===== src/rtl/pass_keeper_pkg.sv =====
// Shared reason codes and FSM state encoding for the password-verification stage.
package pass_keeper_pkg;

  localparam logic [1:0] REASON_OK      = 2'b00;
  localparam logic [1:0] REASON_NOUSER  = 2'b01;
  localparam logic [1:0] REASON_BADPASS = 2'b10;
  localparam logic [1:0] REASON_LOCKED  = 2'b11;

  typedef enum logic [1:0] {
    S_IDLE  = 2'd0,
    S_READ  = 2'd1,
    S_CHECK = 2'd2,
    S_RESP  = 2'd3
  } state_t;

endpackage


===== src/rtl/pass_ram.sv =====
// Stored-password RAM: one write port, one synchronous read port, contents not reset.
module pass_ram #(
  parameter int ADDR_WIDTH = 2,
  parameter int PASS_WIDTH = 8
) (
  input  logic                  clk,
  input  logic                  we,
  input  logic [ADDR_WIDTH-1:0] waddr,
  input  logic [PASS_WIDTH-1:0] wdata,
  input  logic [ADDR_WIDTH-1:0] raddr,
  output logic [PASS_WIDTH-1:0] rdata
);

  logic [PASS_WIDTH-1:0] mem [2**ADDR_WIDTH];

  always_ff @(posedge clk) begin
    if (we) mem[waddr] <= wdata;
    rdata <= mem[raddr];
  end

endmodule


===== src/rtl/pass_check.sv =====
// Password verification after CAM lookup: verdict with reason code, per-slot
// consecutive-failure tracking and a global lockout timer.
//
// state   | meaning
// S_IDLE  | waiting; accepts a request or a password write
// S_READ  | RAM read of the captured slot in progress
// S_CHECK | verdict evaluated, counters and lock timer updated
// S_RESP  | verdict handed to the output registers (done follows)
module pass_check
  import pass_keeper_pkg::*;
#(
  parameter int ADDR_WIDTH  = 2,
  parameter int PASS_WIDTH  = 8,
  parameter int MAX_FAILS   = 3,
  parameter int LOCK_CYCLES = 16
) (
  input  logic                  clk,
  input  logic                  rst,
  input  logic                  req_valid,
  input  logic                  match,
  input  logic [ADDR_WIDTH-1:0] match_addr,
  input  logic [PASS_WIDTH-1:0] pass_in,
  input  logic                  pw_we,
  input  logic [ADDR_WIDTH-1:0] pw_addr,
  input  logic [PASS_WIDTH-1:0] pw_din,
  output logic                  busy,
  output logic                  done,
  output logic                  grant,
  output logic [1:0]            reason,
  output logic                  locked
);

  localparam int SLOTS  = 2**ADDR_WIDTH;
  localparam int FAIL_W = $clog2(MAX_FAILS + 1);
  localparam int TMR_W  = $clog2(LOCK_CYCLES + 1);
  localparam logic [FAIL_W-1:0] FAIL_MAX = FAIL_W'(MAX_FAILS);
  localparam logic [TMR_W-1:0]  TMR_LOAD = TMR_W'(LOCK_CYCLES);

  state_t                  state_q, state_d;
  logic                    match_q;
  logic [ADDR_WIDTH-1:0]   addr_q;
  logic [PASS_WIDTH-1:0]   pass_q;
  logic [SLOTS-1:0]        valid_q;
  logic [FAIL_W-1:0]       fails_q [SLOTS];
  logic [TMR_W-1:0]        timer_q, timer_d;
  logic [PASS_WIDTH-1:0]   stored;
  logic                    accept, wr_en, lock_now, trip, reload;
  logic [1:0]              verdict;
  logic [FAIL_W-1:0]       fail_inc;
  logic                    busy_d, done_d, locked_d;

  // busy stays high through the done cycle, so IDLE only listens once it drops
  assign accept = (state_q == S_IDLE) && !busy && req_valid;
  assign wr_en  = (state_q == S_IDLE) && !busy && !req_valid && pw_we;

  pass_ram #(
    .ADDR_WIDTH(ADDR_WIDTH),
    .PASS_WIDTH(PASS_WIDTH)
  ) u_ram (
    .clk  (clk),
    .we   (wr_en),
    .waddr(pw_addr),
    .wdata(pw_din),
    .raddr(addr_q),
    .rdata(stored)
  );

  // A timer at 1 expires on the CHECK edge itself, which does not count as locked
  assign lock_now = timer_q > TMR_W'(1);
  assign fail_inc = (fails_q[addr_q] == FAIL_MAX) ? FAIL_MAX : fails_q[addr_q] + FAIL_W'(1);
  assign trip     = (fail_inc == FAIL_MAX);

  always_comb begin
    verdict = REASON_OK;
    if (lock_now)                            verdict = REASON_LOCKED;
    else if (!match_q || !valid_q[addr_q])   verdict = REASON_NOUSER;
    else if (stored != pass_q)               verdict = REASON_BADPASS;
  end

  assign reload = (state_q == S_CHECK) && (verdict == REASON_BADPASS) && trip;

  always_comb begin
    timer_d = timer_q;
    if (reload)                timer_d = TMR_LOAD;
    else if (timer_q != '0)    timer_d = timer_q - TMR_W'(1);
  end

  always_comb begin
    state_d = state_q;
    unique case (state_q)
      S_IDLE:  if (accept) state_d = S_READ;
      S_READ:  state_d = S_CHECK;
      S_CHECK: state_d = S_RESP;
      S_RESP:  state_d = S_IDLE;
      default: state_d = S_IDLE;
    endcase
  end

  always_comb begin
    done_d   = (state_q == S_RESP);
    busy_d   = (state_d != S_IDLE) || (state_q == S_RESP);
    locked_d = (timer_d != '0);
  end

  always_ff @(posedge clk or posedge rst) begin
    if (rst) begin
      state_q <= S_IDLE;
      match_q <= 1'b0;
      addr_q  <= '0;
      pass_q  <= '0;
      valid_q <= '0;
      for (int i = 0; i < SLOTS; i++) fails_q[i] <= '0;
      timer_q <= '0;
      busy    <= 1'b0;
      done    <= 1'b0;
      grant   <= 1'b0;
      reason  <= REASON_OK;
      locked  <= 1'b0;
    end else begin
      state_q <= state_d;
      timer_q <= timer_d;
      busy    <= busy_d;
      done    <= done_d;
      locked  <= locked_d;
      if (accept) begin
        match_q <= match;
        addr_q  <= match_addr;
        pass_q  <= pass_in;
      end
      if (wr_en) begin
        valid_q[pw_addr] <= 1'b1;
        fails_q[pw_addr] <= '0;
      end
      if (state_q == S_CHECK) begin
        grant  <= (verdict == REASON_OK);
        reason <= verdict;
        if (verdict == REASON_OK) begin
          fails_q[addr_q] <= '0;
        end else if (verdict == REASON_BADPASS) begin
          if (trip) for (int i = 0; i < SLOTS; i++) fails_q[i] <= '0;
          else      fails_q[addr_q] <= fail_inc;
        end
      end
    end
  end

endmodule


===== config.mk =====
export PLATFORM = sky130hd
export DESIGN_NAME = pass_check
export DESIGN_NICKNAME = d
export VERILOG_FILES = /design/src/rtl/pass_keeper_pkg.sv /design/src/rtl/pass_ram.sv /design/src/rtl/pass_check.sv
export SDC_FILE = /design/constraint.sdc
export NUM_CORES = 1
export LEC_CHECK = 0
export BUFFER_PORTS_ARGS = -buffer_cell sky130_fd_sc_hd__buf_4
export CORE_UTILIZATION = 45
export DETAILED_ROUTE_END_ITERATION = 8
export GPL_TIMING_DRIVEN = 0
export PLACE_DENSITY = 0.69
export SETUP_SLACK_MARGIN = 0.02
export SYNTH_ARGS = -nofsm -noshare
export SYNTH_HDL_FRONTEND = slang
export SYNTH_SLANG_ARGS = --single-unit

===== constraint.sdc =====
create_clock -name clk -period 2.1 [get_ports clk]
set_input_delay 0.315 -clock clk [delete_from_list [all_inputs] [get_ports clk]]
set_output_delay 0.315 -clock clk [all_outputs]
set_load 0.03 [all_outputs]

==> results.md <==
* Synth warnings at 0
* Slew HR at 41.0%
* RSZ-0062 raised after global routing: no
* HPWL after DPL at ~4000 um
* I/O Buffers at 30
* CP Capture Type: flop
* FF-to-FF path depth at 5
* Final net count at 294
* WP data required at 2110 ps
* Top cells by area, synth: edfxtp_1 30%, dfrtp_1 28%, mux4_2 5.7%
* Die Height at between 80 and 90 um
* Post-synthesis sequential area ratio at between 60% and 70%
* Worst IR Drop VDD at between 0.6 and 0.7 mV
* Tmin final at between 1500 and 2000 ps
* Final cycle utilization of the critical path at between 90 and 100%
* Syn Area/Cell at around 14 um^2
* Pre-CTS setup slack at roughly 83 ps
* Final hold violations at 0
* Fill cell count at about 570
* Total routed wirelength at around 5600 um
* Gate count of the mapped netlist at between 200 and 250
* Worst R2R End: u_ram.mem[3][4]
* Combinational share of power at between 30% and 40%
* CP Max Fanout at 8
* Max clock buf depth at 2
* Clk slew on worst S/H paths at 80 ps
* Switching share of power at about a third
* Crit path largest cell delay at ~400 ps
* Clock network fraction of design power at 24.0%
* Wire per inst at between 15 and 20 um
* Power Density at approximately 1400 nW/um^2
* Max-cap violations at 0
* Post-Syn Nets at 252
* Post-route setup slack at ~190 ps
* Setup-failing EPs final at 0
* Synth cell types at 45
* Pint at 0.00346 W
* Cts bufs inserted at 9
* # DRC at 0
* Top post-synthesis cells by count: 36 x dfrtp_1, 32 x edfxtp_1, 13 x nand2_1, 12 x inv_1, 12 x mux2_2
* Flop2flop setup slack at approximately 190 ps
* CP max stage cell: dfrtp_1
* First-pass GRT wire length at ~9300 um
* Crit Path Class: reg2reg
* Slew Limit Fails at 0
* Worst r2r src: state_q[0]
* CORE AREA at about 6800 um^2
* GPL Wtd Cong at roughly 0.75
* # IOs at 31
* Fraction of registers with async set or reset after synthesis at 47.4%
* Width of the die at roughly 86 um
* Outcome: finished, final reports clean
* Fin Setup TNS at 0 ps
* Layout area overhead at 18.9%
* H-Tree Depth at 3
* Pleak at around 1.5 nW
* Total die area at around 7400 um^2
* Antenna cells at 0
* TritonRoute pass-1 iters at 4
* Top-count cell post-synth: dfrtp_1
* Worst path top cell family by delay: simple AND/OR/NAND/NOR gates
* CTS tree: built
* Post-CTS setup buffers at 0
* GRT overflow at 0
* Iter 0 DRT Violations at 52
* Tot GR Track Use at between 10% and 20%
* Worst-Margin Slew at a little under 900 ps
* Worst min path class: in2async
* WP data arrival at 1920 ps
* Yosys top cell area share at between 30 and 40%
* Skew-Pair Late Insertion Delay at about 340 ps
* Total power at 0.00512 W
* CP dominant cell by count: inv_1
* Mapped Area at 3180 um^2
* Initial antenna violation count at 0
* Cell taking the most area after synthesis: edfxtp_1
* DR vias/cell at roughly 5.1
* Crit start category: flop
* Vias in the first global route at around 1900
* Flop pwr share at a little over two fifths
* Clk sinks at between 70 and 80
* Layout cell share with drive strength beyond 1 at between 20 and 30%
* Largest net degree at the start of global routing at 22
* Fmax at 523 MHz
* Worst path cell trace: inv_1 -> ha_1 -> and4bb_2 -> nand3_1 -> inv_1
* Rows at 30
* Starting density of the core at between 40% and 50%
* Number of routed nets with antenna violations at 0
* Post-synth EDFFs at 32
* Crit path buf inv count at 2
* Setup Skew at between 6 and 7 ps
* Clock Tree Root: clkbuf_8
* Yosys reg bits at between 70 and 80
* Sw Pwr at about 0.0017 W
* Ys flop type: dfrtp_1
* Via Count at approximately 1900
stage by stage:
stage / hold WS [ps] / instance area (um^2) / std cells / utilization, %
floorplan: 414 / 3180 / 221 / -
global placement: 449 / 3530 / 347 / 51.9
detailed placement: 452 / 3550 / 348 / 52.3
CTS: 159 / 3780 / 364 / 55.6
global route: 159 / 3780 / 364 / 55.7
finish: 165 / 3780 / 364 / 55.7
worst max-delay path by stage:
stage,from,endpoint,slack [ps],cells past startpoint
2_1_floorplan,state_q[0],u_ram.mem[1][0],350,6
5_1_grt,state_q[0],addr_q[1],20,5
6_report,state_q[0],u_ram.mem[3][4],190,5
3_3_place_gp,state_q[0],u_ram.mem[1][4],100,6
4_1_cts,state_q[0],u_ram.mem[1][6],70,6
3_5_place_dp,state_q[0],u_ram.mem[1][4],80,6
power by group through the flow:
stage,Clock [W],Sequential [W],Combinational (W)
3_5_place_dp,0,0.00224,0.00170
4_1_cts,0.00125,0.00221,0.00171
5_1_grt,0.00131,0.00225,0.00188
6_report,0.00123,0.00221,0.00169
2_1_floorplan,0,0.00224,0.00127
3_3_place_gp,0,0.00223,0.00165
sequential cells by signal (all words and copies together) (netlist names):
name,cells
busy,1
addr_q,2
done,1
grant,1
match_q,1
reason,2
locked,1
fails_q,8
state_q,2
valid_q,4
pass_q,8
u_ram.rdata,8
u_ram.mem,32
timer_q,5
layout by cell type (no fill, tap or decap), types with 2 or more instances in the layout:
cell and instances:
dfrtp_1 36, edfxtp_1 32, buf_4 30, mux2_2 12
nand2_1 12, inv_1 11, xnor2_1 11, nor2_1 10
clkbuf_8 9, mux4_2 8, dfxtp_1 8, mux2i_1 7
nand2b_1 7, ha_1 6, a21oi_1 5, nor3_1 4
o21ai_0 4, nand3_1 4, nand4_1 3, a211oi_1 3
or2_2 3, o22ai_1 3, nand3b_1 2, buf_2 2
or4_1 2, o31a_1 2, clkbuf_1 2, o31ai_1 2
inv_6 2, bufinv_16 2, clkinv_4 2
kinds of logic (layout without fill, tap and decap cells):
logic type | Yosys count | in the layout | share of synthesized area (%)
AND/OR/NAND/NOR | 55 | 55 | 9.40
AO/OA/AOI/OAI | 29 | 29 | 7.20
multiplexers | 27 | 27 | 12.1
XOR/XNOR | 11 | 11 | 3.03
buffers and inverters | 17 | 64 | 2.32
flip-flops | 76 | 76 | 63.6
adder cells (fa/ha/maj) | 6 | 6 | 2.36
final cells by class:
class                           count  area (um^2)  share of cell area, %
Clock buffer                       10          128                   3.37
Multi-Input combinational cell    128         1090                   28.7
Timing Repair Buffer               31          253                   6.68
Sequential cell                    76         2020                   53.5
Tap cell                           96          120                   3.18
Buffer                              5         28.8                  0.761
Clock inverter                      6         95.1                   2.51
Inverter                           12         48.8                   1.29
routing by layer:
metal,GRT usage (%),vias to the layer above,share of wire (%)
met5,0,-,0
met4,6.67,0,0.64
met3,3.56,5,4.4
met2,25.8,41,47
met1,24.1,921,48
li1,-,902,-
timing repair:
item | CTS | global route
gates resized for setup | 0 | 2
endpoints found under the setup margin | 0 | 9
hold buffers | 0 | 0
No activity file was read; power rests on OpenSTA's default activity.
